$ cat config.mk
export PLATFORM = sky130hd
export DESIGN_NAME = fir_coeff_loader
export DESIGN_NICKNAME = d
export VERILOG_FILES = /design/src/rtl/fir_pkg.sv /design/src/rtl/coeff_shadow_bank.sv /design/src/rtl/fir_coeff_loader.sv
export SDC_FILE = /design/constraint.sdc
export NUM_CORES = 1
export LEC_CHECK = 0
export ABC_CLOCK_PERIOD_IN_PS = 5400
export BUFFER_PORTS_ARGS = -buffer_cell sky130_fd_sc_hd__buf_2
export CORE_MARGIN = 1.5
export CORE_UTILIZATION = 43
export CTS_BUF_LIST = sky130_fd_sc_hd__clkbuf_2
export CTS_CLUSTER_DIAMETER = 30
export DETAILED_ROUTE_END_ITERATION = 10
export SYNTH_ARGS = -nofsm -noshare
export SYNTH_HDL_FRONTEND = slang
export SYNTH_SLANG_ARGS = --single-unit
$ cat constraint.sdc
create_clock -name clk -period 5.4 [get_ports clk]
set_clock_uncertainty 0.1 [all_clocks]
set_input_delay 1.08 -clock clk [delete_from_list [all_inputs] [get_ports clk]]
set_output_delay 1.08 -clock clk [all_outputs]
set_load 0.03 [all_outputs]
$ cat src/rtl/fir_pkg.sv
// Shared definitions for the FIR coefficient loader: FSM state encoding,
// the default frame header byte and the XOR-reduce checksum helper.
package fir_pkg;

   typedef enum logic [2:0] {
      IDLE   = 3'd0,
      LOAD   = 3'd1,
      CHECK  = 3'd2,
      COMMIT = 3'd3,
      DONE   = 3'd4
   } loader_state_e;

   localparam logic [7:0] DEFAULT_HEADER = 8'hA5;

   // Upper bound on frame size accepted by the checksum helper; unused
   // high bytes are zero-padded and do not disturb the XOR.
   localparam int MAX_COEFF = 64;

   function automatic logic [7:0] xor_reduce(input logic [MAX_COEFF*8-1:0] bytes_i);
      logic [7:0] acc;
      acc = '0;
      for (int i = 0; i < MAX_COEFF; i++) begin
         acc = acc ^ bytes_i[i*8 +: 8];
      end
      return acc;
   endfunction

endpackage

$ cat src/rtl/coeff_shadow_bank.sv
// Shadow buffer of NUM_COEFF bytes that holds a frame until it is complete.
// Written one byte at a time by index, read back through an index mux.
// With FIR_COEFF_LOADER_CHECKSUM_EN defined the whole buffer is also exposed
// flat so the loader can compute the frame checksum.
module coeff_shadow_bank #(
   parameter  int NUM_COEFF = 4,
   localparam int IDXW      = $clog2(NUM_COEFF)
) (
   input  logic                   clk,
   input  logic                   rst,
   input  logic                   wr_en_i,
   input  logic [IDXW-1:0]        wr_idx_i,
   input  logic [7:0]             wr_data_i,
   input  logic [IDXW-1:0]        rd_idx_i,
`ifdef FIR_COEFF_LOADER_CHECKSUM_EN
   output logic [NUM_COEFF*8-1:0] flat_o,
`endif
   output logic [7:0]             rd_data_o
);

   logic [7:0] shadow_q [NUM_COEFF];

   // Byte storage: cleared on reset, otherwise overwritten only by frame data.
   always_ff @(posedge clk) begin
      if (rst) begin
         for (int i = 0; i < NUM_COEFF; i++) begin
            shadow_q[i] <= '0;
         end
      end else if (wr_en_i && (int'(wr_idx_i) < NUM_COEFF)) begin
         shadow_q[wr_idx_i] <= wr_data_i;
      end
   end

   // Read mux; out-of-range indices (non power-of-two sizes) read as zero.
   always_comb begin
      rd_data_o = '0;
      if (int'(rd_idx_i) < NUM_COEFF) begin
         rd_data_o = shadow_q[rd_idx_i];
      end
   end

`ifdef FIR_COEFF_LOADER_CHECKSUM_EN
   // Flattened view of the buffer for checksum computation.
   always_comb begin
      flat_o = '0;
      for (int i = 0; i < NUM_COEFF; i++) begin
         flat_o[i*8 +: 8] = shadow_q[i];
      end
   end
`endif

endmodule

$ cat src/rtl/fir_coeff_loader.sv
// Byte-stream coefficient loader feeding the FIR coefficient register bank.
// Hunts for HEADER, buffers NUM_COEFF bytes, then commits them as a burst of
// single-cycle write strobes so the filter only ever sees complete frames.
// Optional feature macro: FIR_COEFF_LOADER_CHECKSUM_EN adds a trailing XOR
// checksum byte (CHECK state) and a sticky err flag; otherwise err is 0.
//
// Handshake: a byte moves on every cycle where in_valid && in_ready; in_ready
// is a register driven purely from the FSM, never from in_valid.
module fir_coeff_loader
   import fir_pkg::*;
#(
   parameter  int         NUM_COEFF = 4,
   parameter  int         SIZE      = 8,
   parameter  logic [7:0] HEADER    = DEFAULT_HEADER,
   localparam int         SELW      = $clog2(NUM_COEFF)
) (
   input  logic            clk,
   input  logic            rst,
   input  logic [7:0]      in_data,
   input  logic            in_valid,
   output logic            in_ready,
   output logic [SIZE-1:0] coeff_out,
   output logic [SELW-1:0] coeff_sel,
   output logic            coeff_we,
   output logic            busy,
   output logic            done,
   output logic            err,
   output loader_state_e   dbg_state
);

   localparam logic [SELW-1:0] LAST = SELW'(NUM_COEFF - 1);

   loader_state_e   state_q;
   logic [SELW-1:0] idx_q;
   logic [SELW-1:0] sel_q;
   logic [SIZE-1:0] out_q;
   logic            we_q;
   logic            in_ready_q;
   logic            busy_q;
   logic            done_q;
   logic [SELW-1:0] rd_idx_d;
   logic [7:0]      rd_data;
   logic            accept;

   assign accept = in_valid && in_ready_q;

   // Commit reads one entry ahead of the registered select; otherwise entry 0.
   always_comb begin
      rd_idx_d = '0;
      if (state_q == COMMIT) begin
         rd_idx_d = sel_q + SELW'(1);
      end
   end

`ifdef FIR_COEFF_LOADER_CHECKSUM_EN
   logic [NUM_COEFF*8-1:0] shadow_flat;
   logic [MAX_COEFF*8-1:0] shadow_padded;
   logic [7:0]             csum;
   logic                   err_q;

   // Zero-extend the buffer to the helper's fixed width.
   always_comb begin
      shadow_padded = '0;
      shadow_padded[NUM_COEFF*8-1:0] = shadow_flat;
   end

   assign csum = xor_reduce(shadow_padded);
   assign err  = err_q;
`else
   assign err = 1'b0;
`endif

   coeff_shadow_bank #(.NUM_COEFF(NUM_COEFF)) u_shadow (
      .clk       (clk),
      .rst       (rst),
      .wr_en_i   (accept && (state_q == LOAD)),
      .wr_idx_i  (idx_q),
      .wr_data_i (in_data),
      .rd_idx_i  (rd_idx_d),
`ifdef FIR_COEFF_LOADER_CHECKSUM_EN
      .flat_o    (shadow_flat),
`endif
      .rd_data_o (rd_data)
   );

   // Loader FSM with all outputs registered alongside the state.
   always_ff @(posedge clk) begin
      if (rst) begin
         state_q    <= IDLE;
         idx_q      <= '0;
         sel_q      <= '0;
         out_q      <= '0;
         we_q       <= 1'b0;
         in_ready_q <= 1'b0;
         busy_q     <= 1'b0;
         done_q     <= 1'b0;
`ifdef FIR_COEFF_LOADER_CHECKSUM_EN
         err_q      <= 1'b0;
`endif
      end else begin
         we_q   <= 1'b0;
         done_q <= 1'b0;
         case (state_q)
            IDLE: begin
               in_ready_q <= 1'b1;
               if (accept && (in_data == HEADER)) begin
                  state_q <= LOAD;
                  idx_q   <= '0;
                  busy_q  <= 1'b1;
`ifdef FIR_COEFF_LOADER_CHECKSUM_EN
                  err_q   <= 1'b0;
`endif
               end
            end
            LOAD: begin
               if (accept) begin
                  idx_q <= idx_q + SELW'(1);
                  if (idx_q == LAST) begin
`ifdef FIR_COEFF_LOADER_CHECKSUM_EN
                     state_q <= CHECK;
`else
                     state_q    <= COMMIT;
                     in_ready_q <= 1'b0;
                     we_q       <= 1'b1;
                     sel_q      <= '0;
                     out_q      <= rd_data[SIZE-1:0];
`endif
                  end
               end
            end
            CHECK: begin
`ifdef FIR_COEFF_LOADER_CHECKSUM_EN
               if (accept) begin
                  if (in_data == csum) begin
                     state_q    <= COMMIT;
                     in_ready_q <= 1'b0;
                     we_q       <= 1'b1;
                     sel_q      <= '0;
                     out_q      <= rd_data[SIZE-1:0];
                  end else begin
                     state_q <= IDLE;
                     busy_q  <= 1'b0;
                     err_q   <= 1'b1;
                  end
               end
`else
               state_q <= IDLE;
               busy_q  <= 1'b0;
`endif
            end
            COMMIT: begin
               if (sel_q == LAST) begin
                  state_q <= DONE;
                  done_q  <= 1'b1;
               end else begin
                  we_q  <= 1'b1;
                  sel_q <= sel_q + SELW'(1);
                  out_q <= rd_data[SIZE-1:0];
               end
            end
            DONE: begin
               state_q    <= IDLE;
               busy_q     <= 1'b0;
               in_ready_q <= 1'b1;
            end
            default: begin
               state_q    <= IDLE;
               busy_q     <= 1'b0;
               in_ready_q <= 1'b1;
            end
         endcase
      end
   end

   assign in_ready  = in_ready_q;
   assign coeff_out = out_q;
   assign coeff_sel = sel_q;
   assign coeff_we  = we_q;
   assign busy      = busy_q;
   assign done      = done_q;
   assign dbg_state = state_q;

endmodule

# After elaboration in Yosys (flattened, before gate mapping)
# Memory sizes are Yosys's and may differ from the RTL's.
# Cells that the tools add are included.
dict set report word_totals {
  inputBits 11
  ram_bits 32
  output_inout_bits 18
  memories 1
  register_bits 19
}
dict set report classes {
  mux 35
  eq_ne 11
  reduce_logical 15
  n_addsub 2
  bitwise_logic 3
}
# memory words width read_ports rd_clocked_by_memory_dff wr line
set mem_list {}
lappend mem_list {u_shadow.shadow_q 4 8 1 0 4 coeff_shadow_bank.sv:21} ;# logic [7:0] shadow_q [NUM_COEFF];
# operator n
set op_table {}
lappend op_table {{$mux 8} 4}
lappend op_table {{$pmux 8 s2} 1}
lappend op_table {{$mux 2} 7}
lappend op_table {{$mux 1} 13}
lappend op_table {{$mux 3} 4}
lappend op_table {{$pmux 3 s3} 1}
lappend op_table {{$eq 8x8->1 const B} 1}
lappend op_table {{$pmux 2 s2} 2}
lappend op_table {{$reduce_and 4->1} 2}
lappend op_table {{$reduce_or 8->1} 1}
lappend op_table {{$eq 3x2->1 const B} 2}
lappend op_table {{$ne 2x2->1 const B} 3}
lappend op_table {{$pmux 1 s2} 3}
lappend op_table {{$reduce_and 3->1} 2}
lappend op_table {{$reduce_or 2->1} 3}
lappend op_table {{$add 2x1->2 const B} 2}
lappend op_table {{$eq 2x2->1 const B} 2}
lappend op_table {{$ne 2x1->1 const B} 2}
lappend op_table {{$reduce_bool 2->1} 2}
lappend op_table {{$eq 3x1->1 const B} 1}
lappend op_table {{$logic_and 1x1->1} 3}
lappend op_table {{$logic_not 3->1} 1}
lappend op_table {{$not 1->1} 3}
lappend op_table {{$reduce_and 2->1} 1}

# Logic depth before layout (Yosys ltp)
# Gate-level depths: netlist (run 1).
dict set report depth {
  ltp_word 7
  mapped_depth 6
  ltp_nobuf 5
}

# Hierarchy
# Synthesis (run 1) repeated with hierarchy kept, for this count alone.
dict set report unflattened {
  hier_cells 210
  hier_area_um2 2576.2
}
# module instances seq_area_each_um2 area_per_inst_um2 cells_per_inst
set by_module_without_submodules {}
lappend by_module_without_submodules {coeff_shadow_bank 1 960.9 1475.2 84}
lappend by_module_without_submodules {fir_coeff_loader 1 380.4 1101.1 126}

# Least setup slack after synthesis (run 1)
# Ideal clock, no wire load.
dict set report synth_path {
  path_type {input to register}
  from {input port in_valid}
  to {memory u_shadow.shadow_q[0][0] (enable)}
  path_slack_ns 2.955
  stages 5
  required_time_ns 4.971
  t_arrival_ns 2.016
  setup_ns 0.329
  cell_sequence {nand3b_4 -> nor3_4 -> buf_6 -> nor3b_4 -> or2_1}
}
# element line
set synth_rtl {}
lappend synth_rtl {{from (decl)} fir_coeff_loader.sv:20} ;# input logic in_valid,
lappend synth_rtl {{to (decl)} coeff_shadow_bank.sv:21}

# Worst setup path in the final report (run 1)
dict set report layout_path {
  from {register sel_q[0] (netlist: coeff_sel[0])}
  to {output port coeff_sel[0]}
}
# element line
set layout_rtl {}
lappend layout_rtl {{from (decl)} fir_coeff_loader.sv:35} ;# logic [SELW-1:0] sel_q;
lappend layout_rtl {{from (signal assigned)} fir_coeff_loader.sv:157} ;# sel_q <= sel_q + SELW'(1);
lappend layout_rtl {{to (decl)} fir_coeff_loader.sv:23} ;# output logic [SELW-1:0] coeff_sel,
# No word-level cell between the ends.

==> results.sh, run 1 <==
export IMPL_fp_row_count=26
export IMPL_overflow=0
export IMPL_async_flop_share_pct=0
export IMPL_rrSetupSlack_ns=3.16
export IMPL_cts_buffers=5
export IMPL_dr_pass1_iters=4
export IMPL_report_final_slew_viol_count=0
export IMPL_cts_hold_buffers=0
export IMPL_die_w_um=76.2
export IMPL_ys_seq_area_share_pct=58.3
export IMPL_grt_pass1_vias=1487
export IMPL_synthCells=187
export IMPL_leakagePower_nw=0.998
export IMPL_max_slew_margin_pct=52.7
export IMPL_cts_resized=0
export IMPL_n_fill_cell=497
export IMPL_seq_power_share_pct=71.0
export IMPL_combPwrFrac_pct=4.2
export IMPL_internal_power_w=0.000458
export IMPL_cp_top_family="flip-flops"
export IMPL_setup_tns_final_ns=0
export IMPL_post_drt_via_cell_ratio=5.17
export IMPL_clkLatencyLatePin_ns=0.43
export IMPL_yosysWarningCount=0
export IMPL_root_buffer="clkbuf_2"
export IMPL_fmax_mhz=362
export IMPL_min_path_type="reg -> reg"
export IMPL_min_period_ns=2.76
export IMPL_track_usage_pct=16.7
export IMPL_syn_area_per_cell_um2=12.3
export IMPL_yosys_cell_types_count=44
export IMPL_cp_arrival_ns=1.58
export IMPL_cp_end_kind="primary output"
export IMPL_hold_depth=1
export IMPL_initial_core_util_pct=44.8
export IMPL_status="finished, final reports clean"
export IMPL_cts_max_level=2
export IMPL_drt_iter0_markers=96
export IMPL_gp_congestion=0.745
export IMPL_cts_buffer_depth=2
export IMPL_criticalPathCategory="reg -> out"
export IMPL_worst_pin_slew_ns=0.709
export IMPL_synth_top_area_share_pct=41.7
export IMPL_maxCapViolCount=0
export IMPL_dp_hpwl_um=3400
export IMPL_synth_area_top_cells="edfxtp_1, dfxtp_1, and2_1"
export IMPL_synth_edf_count=32
export IMPL_setup_violations=0
export IMPL_reg2reg_depth=5
export IMPL_finalCritPeriodShare_pct=51.1
export IMPL_cp_num_buf_inv=1
export IMPL_synth_ff_type="edfxtp_1"
export IMPL_clkPwrFrac_pct=24.8
export IMPL_grt_pass1_wl_um=7420
export IMPL_top_level_ports=29
export IMPL_route_detailed_drc=0
export IMPL_avgRoutedWirePerCell_um=16.0
export IMPL_start_kind="flop"
export IMPL_crit_fanout=14
export IMPL_post_place_ws_ns=2.56
export IMPL_rsz0062_at_grt="no"
export IMPL_swShare_pct=23.4
export IMPL_num_vias=1463
export IMPL_crit_chain="buf_2"
export IMPL_clock_sinks=51
export IMPL_cts_tree="done"
export IMPL_syn_to_final_growth_pct=8.86
export IMPL_worstPathRequired_ns=4.22
export IMPL_synth_seq_cells=51
export IMPL_drt_wl_total_um=4510
export IMPL_n_antenna_cell=0
export IMPL_synth_commonest_cells="and2_1, edfxtp_1, dfxtp_1"
export IMPL_ant_nets=0
export IMPL_die_h_um=76.2
export IMPL_synth_top_area_cell="edfxtp_1"
export IMPL_final_layout_size_suffix_gt1_share_pct=20.2
export IMPL_die_area_mm2=0.00580
export IMPL_cpMaxStageDelayCell="dfxtp_1"
export IMPL_core_area_mm2=0.00514
export IMPL_grt_max_degree=23
export IMPL_synth_area_mm2=0.00230
export IMPL_crit_cells=1
export IMPL_power_switching_w=0.000140
export IMPL_setup_ws_ns=2.64
export IMPL_hold_viol_final=0
export IMPL_cts_setup_buffers=0
export IMPL_p_total_w=0.000598
export IMPL_p_per_area_mw_per_mm2=239
export IMPL_antenna_found_initial=0
export IMPL_syn_num_nets=200
export IMPL_ir_drop_v=0.000104
export IMPL_crit_path_max_incr_delay_ns=0.83
export IMPL_finalNetCount=225
export IMPL_clk_pin_slew_ns=0.24
export IMPL_io_buffers=27
## final timing paths
kind                              startpoint            to
worst max register to register  coeff_sel[0]  coeff_out[6]
worst min-delay path            coeff_out[5]  coeff_out[5]
worst max-delay path            coeff_sel[0]  coeff_sel[0]
worst min register to register  coeff_out[5]  coeff_out[5]
## kinds of logic (layout without fill, tap and decap cells)
logic type / Yosys count / in the layout / share of synthesized area (%)
AND/OR/NAND/NOR: 75 / 75 / 21.3
flip-flops: 51 / 51 / 58.3
AO/OA/AOI/OAI: 31 / 31 / 9.84
multiplexers: 14 / 14 / 6.20
buffers and inverters: 13 / 39 / 3.21
adder cells (fa/ha/maj): 2 / 2 / 1.09
other: 1 / 1 / 0.163
## area by class of cell
class | instances | area, um2 | share of cell area [%]
Clock buffer | 5 | 25.0 | 0.999
Timing Repair Buffer | 27 | 135 | 5.39
Multi-Input combinational cell | 123 | 887 | 35.4
Clock inverter | 3 | 15.0 | 0.599
Tap cell | 70 | 87.6 | 3.49
Sequential cell | 51 | 1340 | 53.5
Inverter | 4 | 15.0 | 0.599
## sequential cells by signal (all words and copies together), names as in the netlist
register           cells
idx_q                  2
in_ready               1
busy                   1
coeff_sel              2
coeff_out              8
coeff_we               1
u_shadow.shadow_q     32
dbg_state              3
done                   1
## cell usage in the layout (no fill, tap or decap), drive strengths merged, types with 5 or more instances in the layout
cell,count
clkbuf,5
nor2,8
buf,27
a21o,6
nor3,7
dfxtp,19
o22ai,6
mux2i,12
nand2,6
edfxtp,32
and2,32
## per-layer routing
metal  part of all wire [%]  vias up  track usage (%)
met5                      0        -                0
met4                   0.78        0             6.85
met3                    3.6        4             3.11
met2                     48       27             27.0
met1                     48      701             22.2
li1                       -      731                -
## power by group through the flow
stage               Combinational (W)  Sequential (W)  Clock (W)
finish                      0.0000249        0.000425   0.000148
global route                0.0000273        0.000426   0.000171
CTS                         0.0000254        0.000425   0.000151
detailed placement          0.0000254        0.000433          0
global placement            0.0000246        0.000433          0
floorplan                   0.0000136        0.000432          0
## through the flow
| step | util [%] | hold slack (ns) | area, um2 | std cells |
|---|---|---|---|---|
| after CTS | 48.8 | 0.384 | 2510 | 283 |
| after global placement | 48.0 | 0.330 | 2470 | 275 |
| after floorplan | - | 0.451 | 2300 | 187 |
| after global routing | 48.8 | 0.421 | 2510 | 283 |
| after detailed placement | 48.0 | 0.334 | 2470 | 275 |
| final | 48.8 | 0.381 | 2510 | 283 |
(Power assumes the default switching activity.)
==> inputs of run 2 (changes only) <==
- ABC_CLOCK_PERIOD_IN_PS: 5400 -> 2600
- clock period: 5.4 -> 2.6 ns (I/O delays scaled with it)
==> run 2 against run 1 <==
Core utilization is 1.0 points higher. Combinational power is 120% higher. Flip-flop and latch count stayed put. Sequential share of layout area is 1.1 points lower. Sequential power is 110% higher. Routed wire length is 5.0% higher. Clock-buffer cell count stayed put. Non-clock buffer count is 3 higher. Via count is 2.3% higher. Register-to-register slack worse by 2.7 ns. Worst hold slack worse by 0.084 ns. Largest cell class unchanged.
==> results.sh, run 2 (synthesis results as in run 1) <==
export IMPL_p_per_area_mw_per_mm2=534
export IMPL_start_kind="flop"
export IMPL_dp_hpwl_um=3530
export IMPL_final_cell_count_no_fill=286
export IMPL_ff_latch_area_mm2=0.00134
export IMPL_worstPathRequired_ns=2.68
export IMPL_cts_max_level=2
export IMPL_ir_drop_v=0.000222
export IMPL_overflow=0
export IMPL_track_usage_pct=17.1
export IMPL_drt_wl_total_um=4740
export IMPL_die_w_um=76.2
export IMPL_setup_ws_ns=0.414
export IMPL_avgRoutedWirePerCell_um=16.6
export IMPL_internal_power_w=0.00106
export IMPL_setup_violations=0
export IMPL_final_layout_size_suffix_gt1_share_pct=22.2
export IMPL_cts_resized=0
export IMPL_power_switching_w=0.000306
export IMPL_status="finished, final reports clean"
export IMPL_route_detailed_drc=0
export IMPL_core_area_mm2=0.00514
export IMPL_grt_pass1_wl_um=7550
export IMPL_crit_fanout=11
export IMPL_num_vias=1496
export IMPL_maxCapViolCount=0
export IMPL_setup_tns_final_ns=0
export IMPL_die_area_mm2=0.00580
export IMPL_root_buffer="clkbuf_2"
export IMPL_clk_pin_slew_ns=0.27
export IMPL_largest_register="u_shadow.shadow_q"
export IMPL_n_antenna_cell=0
export IMPL_report_final_slew_viol_count=0
export IMPL_largest_reg_flops=32
export IMPL_fmax_mhz=458
export IMPL_cts_hold_buffers=0
export IMPL_syn_to_final_growth_pct=11.1
export IMPL_dr_pass1_iters=4
export IMPL_dpl_cell_count=278
export IMPL_clock_sinks=51
export IMPL_layout_common_cells="and2_1, edfxtp_1, buf_2"
export IMPL_gp_congestion=0.771
export IMPL_hold_viol_final=0
export IMPL_grt_max_degree=22
export IMPL_cts_setup_buffers=0
export IMPL_antenna_found_initial=0
export IMPL_io_buffers=27
export IMPL_clkLatencyLatePin_ns=0.45
export IMPL_cp_arrival_ns=2.26
export IMPL_fin_util_pct=49.8
export IMPL_cts_tree="done"
export IMPL_cp_end_kind="flop"
export IMPL_seq_power_share_pct=64.6
export IMPL_p_total_w=0.00137
export IMPL_die_h_um=76.2
export IMPL_leakagePower_nw=1.03
export IMPL_cts_buffers=5
export IMPL_n_fill_cell=480
export IMPL_clkPwrFrac_pct=31.4
export IMPL_min_period_ns=2.19
export IMPL_post_place_ws_ns=0.351
export IMPL_initial_core_util_pct=44.8
export IMPL_fp_row_count=26
export IMPL_finalCritPeriodShare_pct=84.1
export IMPL_min_path_type="in -> reg"
export IMPL_multi_input_area_um2=887
export IMPL_rsz0062_at_grt="no"
export IMPL_post_drt_via_cell_ratio=5.23
export IMPL_top_level_ports=29
export IMPL_drt_iter0_markers=70
export IMPL_combPwrFrac_pct=4.0
export IMPL_swShare_pct=22.4
export IMPL_criticalPathCategory="reg -> reg"
export IMPL_cts_buffer_depth=2
export IMPL_grt_pass1_vias=1474
export IMPL_ant_nets=0
export IMPL_finalNetCount=228
## run 2: worst max-delay path: stages, from the launching register on
cell and delay, ns:
dfxtp_1 0.57, nand2b_1 0.24, nor3_4 0.34, nor3b_4 0.35, or2_1 0.34
## run 2: metal layers
metal,share of wire (%),vias to the layer above,global-route usage (%)
li1,-,736,-
met1,48,720,22.9
met2,47,34,27.6
met3,3.9,6,4.07
met4,1.3,0,5.56
met5,0,-,0
## run 2: metrics by stage
stage	hold WS, ns	area (um2)
after detailed placement	0.335	2490
final	0.297	2560
after CTS	0.282	2560
after global placement	0.330	2490
after global routing	0.278	2560
after floorplan	0.451	2300
## run 2: path summary, 6_finish.rpt
check                from                       to  slack (ns)  cells past startpoint
max          dbg_state[0]  u_shadow.shadow_q[0][5]        0.41                      4
min            in_data[1]  u_shadow.shadow_q[0][1]        0.30                      2
max reg2reg  dbg_state[0]  u_shadow.shadow_q[0][5]        0.41                      4
min reg2reg  coeff_out[1]             coeff_out[1]        0.39                      1
## run 2: final cells by class
class	count	share of cell area, %
sequential	51	52.4
multi-input combinational	123	34.7
timing repair buffer	30	6.16
tap	70	3.42
clock inverter	3	1.76
clock buffer	5	0.978
inverter	4	0.587
## run 2: power by group through the flow
stage	registers (W)	logic, W	clock network (W)
6_report	0.000882	0.0000552	0.000429
5_1_grt	0.000884	0.0000595	0.000467
4_1_cts	0.000882	0.0000554	0.000440
3_5_place_dp	0.000899	0.0000554	0
3_3_place_gp	0.000898	0.0000522	0
2_1_floorplan	0.000898	0.0000283	0
